==> src/rtl/pinky_fetch.sv <==
// Instruction fetch unit: a credit-gated imem request stream feeding a DEPTH-entry queue toward decode.
// Optional prefix folding (PRE words merged into the next immediate) compiled in with PINKY_PREFOLD_EN.
module pinky_fetch #(
  parameter int DEPTH = 4
) (
  input  logic        clk,
  input  logic        reset,
  output logic        imem_req,
  output logic [15:0] imem_addr,
  input  logic [15:0] imem_data,
  input  logic        jump,
  input  logic [15:0] target,
  output logic        out_valid,
  input  logic        out_ready,
  output logic [15:0] out_ir,
  output logic [15:0] out_pc,
  output logic [15:0] out_im
);
  localparam int AW = $clog2(DEPTH);
  localparam int CW = AW + 1;

  typedef struct packed {
    logic [15:0] ir;
    logic [15:0] pc;
    logic [15:0] im;
  } entry_t;

  entry_t          mem_q [DEPTH];
  entry_t          head, new_e;
  logic [15:0]     fpc_q, fpc_d, ipc_q, ipc_d;
  logic [CW-1:0]   cnt_q, cnt_d, level;
  logic [AW-1:0]   rp_q, rp_d, wp_q, wp_d;
  logic            infl_q, infl_d;
  logic            enq, deq, word_enq;
  logic [15:0]     word_im;

  // Counting the in-flight word as occupied guarantees room for every return.
  assign level     = cnt_q + CW'(infl_q);
  assign imem_req  = reset & ~jump & (level < CW'(DEPTH));
  assign imem_addr = fpc_q;

  assign out_valid = reset & (cnt_q != '0);
  assign deq       = out_valid & out_ready;
  assign head      = mem_q[rp_q];
  assign out_ir    = out_valid ? head.ir : '0;
  assign out_pc    = out_valid ? head.pc : '0;
  assign out_im    = out_valid ? head.im : '0;

`ifdef PINKY_PREFOLD_EN
  logic        havepre_q, havepre_d, is_pre, fold;
  logic [11:0] pre_q, pre_d;

  assign is_pre   = (imem_data[13:12] == 2'b00);
  assign fold     = havepre_q & ~is_pre & imem_data[8] & (imem_data[14:9] <= 6'h1a);
  assign word_enq = ~is_pre;
  assign word_im  = fold ? {pre_q, imem_data[3:0]} : {{12{imem_data[3]}}, imem_data[3:0]};

  always_comb begin
    havepre_d = havepre_q;
    pre_d     = pre_q;
    if (jump) begin
      havepre_d = 1'b0;
    end else if (infl_q) begin
      if (is_pre) begin
        havepre_d = 1'b1;
        pre_d     = imem_data[11:0];
      end else if (fold) begin
        havepre_d = 1'b0;
      end
    end
  end

  always_ff @(posedge clk) begin
    if (!reset) begin
      havepre_q <= 1'b0;
      pre_q     <= '0;
    end else begin
      havepre_q <= havepre_d;
      pre_q     <= pre_d;
    end
  end
`else
  assign word_enq = 1'b1;
  assign word_im  = {{12{imem_data[3]}}, imem_data[3:0]};
`endif

  assign enq   = reset & infl_q & ~jump & word_enq;
  assign new_e = '{ir: imem_data, pc: ipc_q, im: word_im};

  always_comb begin
    fpc_d  = fpc_q;
    ipc_d  = ipc_q;
    cnt_d  = cnt_q;
    rp_d   = rp_q;
    wp_d   = wp_q;
    infl_d = 1'b0;
    if (jump) begin
      // Redirect wins over any dequeue in the same cycle; the consumer squashes it.
      fpc_d = target;
      cnt_d = '0;
      rp_d  = '0;
      wp_d  = '0;
    end else begin
      if (imem_req) begin
        fpc_d = fpc_q + 16'd1;
        ipc_d = fpc_q;
      end
      infl_d = imem_req;
      if (enq) wp_d = wp_q + AW'(1);
      if (deq) rp_d = rp_q + AW'(1);
      cnt_d = cnt_q + CW'(enq) - CW'(deq);
    end
  end

  always_ff @(posedge clk) begin
    if (!reset) begin
      fpc_q  <= '0;
      ipc_q  <= '0;
      cnt_q  <= '0;
      rp_q   <= '0;
      wp_q   <= '0;
      infl_q <= 1'b0;
    end else begin
      fpc_q  <= fpc_d;
      ipc_q  <= ipc_d;
      cnt_q  <= cnt_d;
      rp_q   <= rp_d;
      wp_q   <= wp_d;
      infl_q <= infl_d;
    end
  end

  always_ff @(posedge clk) begin
    if (enq) mem_q[wp_q] <= new_e;
  end
endmodule

==> config.mk <==
export PLATFORM = sky130hd
export DESIGN_NAME = pinky_fetch
export DESIGN_NICKNAME = d
export VERILOG_FILES = /design/src/rtl/pinky_fetch.sv
export SDC_FILE = /design/constraint.sdc
export NUM_CORES = 1
export LEC_CHECK = 0
export ABC_AREA = 1
export CAP_MARGIN = 10
export CORE_UTILIZATION = 35
export DETAILED_ROUTE_END_ITERATION = 10
export HOLD_SLACK_MARGIN = 0.15
export PLACE_DENSITY = 0.66
export SYNTH_ARGS = -nofsm -noshare
export SYNTH_HDL_FRONTEND = slang
export SYNTH_SLANG_ARGS = --single-unit
export TNS_END_PERCENT = 10
==> constraint.sdc <==
create_clock -name clk -period 8.1 [get_ports clk]
set_input_delay 2.43 -clock clk [delete_from_list [all_inputs] [get_ports clk]]
set_output_delay 2.43 -clock clk [all_outputs]
set_load 0.1 [all_outputs]
## Yosys cells after proc, flatten, opt, wreduce, memory -nomap -nowiden

Memories as Yosys holds them, arrays and structs flattened. A register that Yosys moved wholly into a read port is not among the register bits.
Index checks and enable logic that the tools add are counted.

| storage, ports and cells | value |
|---|---|
| memories | 1 |
| input bits | 36 |
| output and inout port bits | 66 |
| bits in registers | 40 |
| memory bits (writable) | 192 |
| logic and storage cells | 35 |

Memory list:

| name | depth | width | rd ports | clocked after Yosys merged registers in | wr ports | RTL line | source |
|---|---|---|---|---|---|---|---|
| mem_q | 4 | 48 | 1 | 1 | 1 | 28 | `entry_t mem_q [DEPTH];` |

| cells by class | value |
|---|---|
| multiplexer cells | 9 |
| add/sub/neg operators | 6 |
| order comparisons | 1 |
| bitwise logic cells | 8 |
| reductions and logical operators | 4 |

Operator list:

| cell | number |
|---|---|
| 16-bit 2-to-1 mux | 5 |
| 16-bit by 1-bit adder with 16-bit output, second input constant | 1 |
| 3-bit by 1-bit adder with 3-bit output | 2 |
| 1-bit bitwise AND | 6 |
| 2-bit by 1-bit adder with 2-bit output, second input constant | 2 |
| 2-bit 2-to-1 mux | 2 |
| 3-bit < comparator, second input constant | 1 |
| 3-bit nonzero test | 1 |
| 3-bit by 1-bit subtractor with 3-bit output | 1 |
| 1-bit 2-to-1 mux | 2 |
| 1-bit inverter | 2 |
| 2-bit AND reduction | 1 |
| 2-bit nonzero test | 1 |
| 2-bit OR reduction | 1 |

## Longest topological paths before layout

| depth | value |
|---|---|
| word-level depth | 5 |
| gate-level depth with buffers | 11 |
| mapped depth without buffers | 11 |

## Worst setup path before layout

Ideal clock, no wire load.

| path | value |
|---|---|
| kind | in2out |
| start point | input reset |
| end point | output out_im[10] |
| data required time | 5,670 ps |
| setup slack | 324 ps |
| path buffers | 3 |
| arrival time | 5,346 ps |
| stages on the path | 5 |
| cells stage by stage | buf_6 > nand2_1 > buf_2 > a21oi_1 > buf_4 |

| between the ends | value |
|---|---|
| cells in the longest elaborated chain, start to end | 2 |

RTL lines:

| what | RTL line | source |
|---|---|---|
| start: declaration | 7 | `input logic reset,` |
| 1-bit bitwise AND | 42 | `assign out_valid = reset & (cnt_q != '0);` |
| 16-bit 2-to-1 mux | 47 | `assign out_im = out_valid ? head.im : '0;` |
| end: declaration | 17 | `output logic [15:0] out_im` |

No other way between the ends.

## Final worst setup path

| path | value |
|---|---|
| start point | input reset |
| end point | output imem_req |

| between the ends | value |
|---|---|
| cells in the longest elaborated chain, start to end | 2 |

RTL lines:

| what | RTL line | source |
|---|---|---|
| 1-bit bitwise AND (2 in a row) | 39 | `assign imem_req = reset & ~jump & (level < CW'(DEPTH));` |
| end: declaration | 8 | `output logic imem_req,` |

No other way between the ends.

==> summary.txt <==
Die
  • # IOs: 102
  • Die W: about 150 microns
  • Cell row count: 52
  • Total core area: about 0.020 sq mm
  • DIE HEIGHT: 146 microns
  • Initial Util: 35.8%
  • Die ar.: about 0.021 sq mm

Logic synthesis
  • Post-synth EDFFs: 128
  • Sequential share of the synthesized area: 64.5%
  • Top cell type's share of synthesized area: 52.9%
  • Post-Syn Nets: 760
  • Post-Syn Area: 0.00726 sq mm
  • Post-Synthesis Cells: 716
  • Top_reg_cell synth: edfxtp_1
  • Synthesized area per cell: 10.1 sq um
  • Count leader, synth: nor2_1
  • Seq cells post-synth: 170
  • Synth area leaders: edfxtp_1, dfxtp_1, nor2_1
  • Synth top cells by count: nor2_1, edfxtp_1, o21ai_0
  • Area leader, netlist: edfxtp_1
  • Asr flop ratio synth: 0%
  • Yosys warnings: 0
  • Synth unique cells: 30

Setup path
  • Critical Path, Cell by Cell: clkdlybuf4s50_1 -> inv_6 -> nor2_8 -> nand3_4 -> clkinv_4 -> buf_4
  • R2R depth: 12
  • R2r endpoint: cnt_q[2]$_SDFF_PP0_
  • R2R Setup Slk: between 5 and 6 ns
  • Reg-to-Reg Start: cnt_q[1]$_SDFF_PP0_
  • Crit Path Max Fanout: 40
  • Worst Path Class, Setup: input pin to primary output
  • Worst EP required: 5.67 ns
  • Worst setup EP type: primary output
  • Critical-path cell with the highest stage delay: clkdlybuf4s50_1
  • Worst endpoint data arrival time: 4.62 ns
  • Worst Setup Start Kind: input pin
  • CP peak stage delay: 0.91 ns

Clocking
  • Post-cts hold buffer count: 0
  • Post-CTS setup buffer count: 0
  • Buffer depth of the longest clock path: 2
  • Root buffer cell: clkbuf_16
  • Clk Latency, worst-skew pair: 0.43 ns
  • CTS HTree Levels: 4
  • CTS Buf Count: 17
  • Cells resized by post-CTS repair: 0
  • Total clock sinks: 170
  • CTS tree: done
  • Clk pin slew, worst setup/hold paths: about 0.060 ns

Drt
  • M1 wire length: about 7400 microns
  • Drt drc: 0
  • Drt wl/cell: 14.6 microns
  • DRT Pass-1 Iters: 4
  • DR iter-0 viols: 272
  • Total vias in the final route: slightly above 5000
  • Met3 wire length: 762 microns
  • Vias/cell: approximately 4.8
  • Top layer in use: met4
  • Post-DRT Antenna Nets: 0
  • Routed length on met2: 7250 microns
  • Drt total wl: 15700 microns

Pwr
  • Pwr dens: 197 mW/mm^2
  • Static Leak: 3.38 nW
  • Max VDD drop: 0.121 mV
  • Total Power: 1.85 mW

Timing
  • Worst-Margin Slew: around 1.1 ns
  • Post-route setup slack: 1.05 ns
  • Max Freq: 0.142 GHz
  • Final-report hold violation count: 0
  • Hold slack: ~0.48 ns
  • Final setup fails: 0
  • Slew Viols, Final: 0
  • Crit path time final: between 7 and 8 ns
  • Period utilisation layout: 87.0%
  • RSZ-0062 raised after global routing: no
  • Setup Total Neg Slack: 0 ns
  • Clock Skews: 0.00819 ns
  • Tightest slew margin relative to the limit: 29.0%

Finish
  • Layout net count: 834
  • Layout cells sized above 1: around 13%
  • Area of the multi-input gates: 0.00209 sq mm
  • Post-route insts no fill: between 1000 and 1500
  • Area grow syn2layout: 29.3%
  • Ant diodes: 0
  • Fillers: 1873
  • Register area: roughly 0.0047 sq mm

Global route
  • First-pass GRT wire length: 25300 microns
  • Largest net degree at the start of global routing: between 60 and 70
  • Grt total ovfl: 0
  • Initial antenna violation count: 0
  • Gr usage total: 15.2%
  • Number of global-route vias before repair: slightly below 5000

Hold path
  • Hold Path Origin: rp_q[0]$_SDFFE_PP0P_
  • Hold Path Depth: 1
  • Worst min path class: flip-flop to flip-flop

Run
  • MaxCap Viol Count: 0

Place
  • Cell total after placement: around 1000
  • Buffers on Ports: 101
  • Dpl ws: 1.04 ns
  • GPL Wtd Cong: 0.853
  • HPWL after DPL: 9560 microns

Run status
  • Status: finished clean
[power breakdown]
part,switching [mW],internal (mW),total [mW]
Sequential,0.0171,0.950,0.967
Clock,0.319,0.420,0.739
Combinational,0.0980,0.0457,0.144
Total,0.434,1.42,1.85
[worst max path at each step]
stage          slack (ns)   from         end
2_1_floorplan        0.32  reset  out_im[10]
3_3_place_gp         1.09  reset    imem_req
3_5_place_dp         1.04  reset    imem_req
4_1_cts              1.04  reset    imem_req
5_1_grt              0.90  reset    imem_req
6_report             1.05  reset    imem_req
[registers in the layout, indices dropped and copies added, names as in the netlist, named ones only]
name / flops
infl_q: 1
cnt_q: 3
wp_q: 2
ipc_q: 16
imem_addr: 16
mem_q: 128
rp_q: 2
[cells in the final DEF, fill, tap and decap left out, drive strengths merged]
cell and n:
nor2 160, xnor2 4, clkbuf 20, fa 1, nand3 36, clkinv 10, o21ai 82, a211oi 1
nand4 4, clkdlybuf4s50 51, dfxtp 42, a21oi 62, bufinv 1, a21boi 2, buf 56, nand2 81
ha 7, inv 52, o21bai 1, clkinvlp 1, xor2 1, edfxtp 128
[through the flow]
stage | utilization, % | instance area (sq um)
floorplan | - | 7260
global route | 46.3 | 9390
global placement | 43.6 | 8850
CTS | 46.3 | 9390
finish | 46.3 | 9390
detailed placement | 43.6 | 8850
[critical path: cells and delay by family]
kind                   cells  cell delay, ns
buffers and inverters      4            1.75
AND/OR/NAND/NOR            2            0.41
[cells by family (layout without fill, tap and decap cells)]
family | count (synthesis) | after routing | synth area share [%]
AO/OA/AOI/OAI | 148 | 148 | 10.3
XOR/XNOR | 5 | 5 | 0.603
adder cells (fa/ha/maj) | 8 | 8 | 1.48
buffers and inverters | 104 | 191 | 7.07
flip-flops | 170 | 170 | 64.5
AND/OR/NAND/NOR | 281 | 281 | 16.0
[routing by layer]
layer | track usage, % | vias to the layer above
li1 | - | 2545
met1 | 20.6 | 2414
met2 | 23.8 | 135
met3 | 3.41 | 27
met4 | 6.30 | 0
met5 | 0 | -
[area by class of cell]
class,count,area share [%]
timing repair buffer,107,16.3
clock inverter,12,1.07
clock buffer,20,4.65
tap,270,3.60
sequential,170,49.9
multi-input combinational,442,22.3
inverter,52,2.19
No activity file was read; power rests on OpenSTA's default activity.
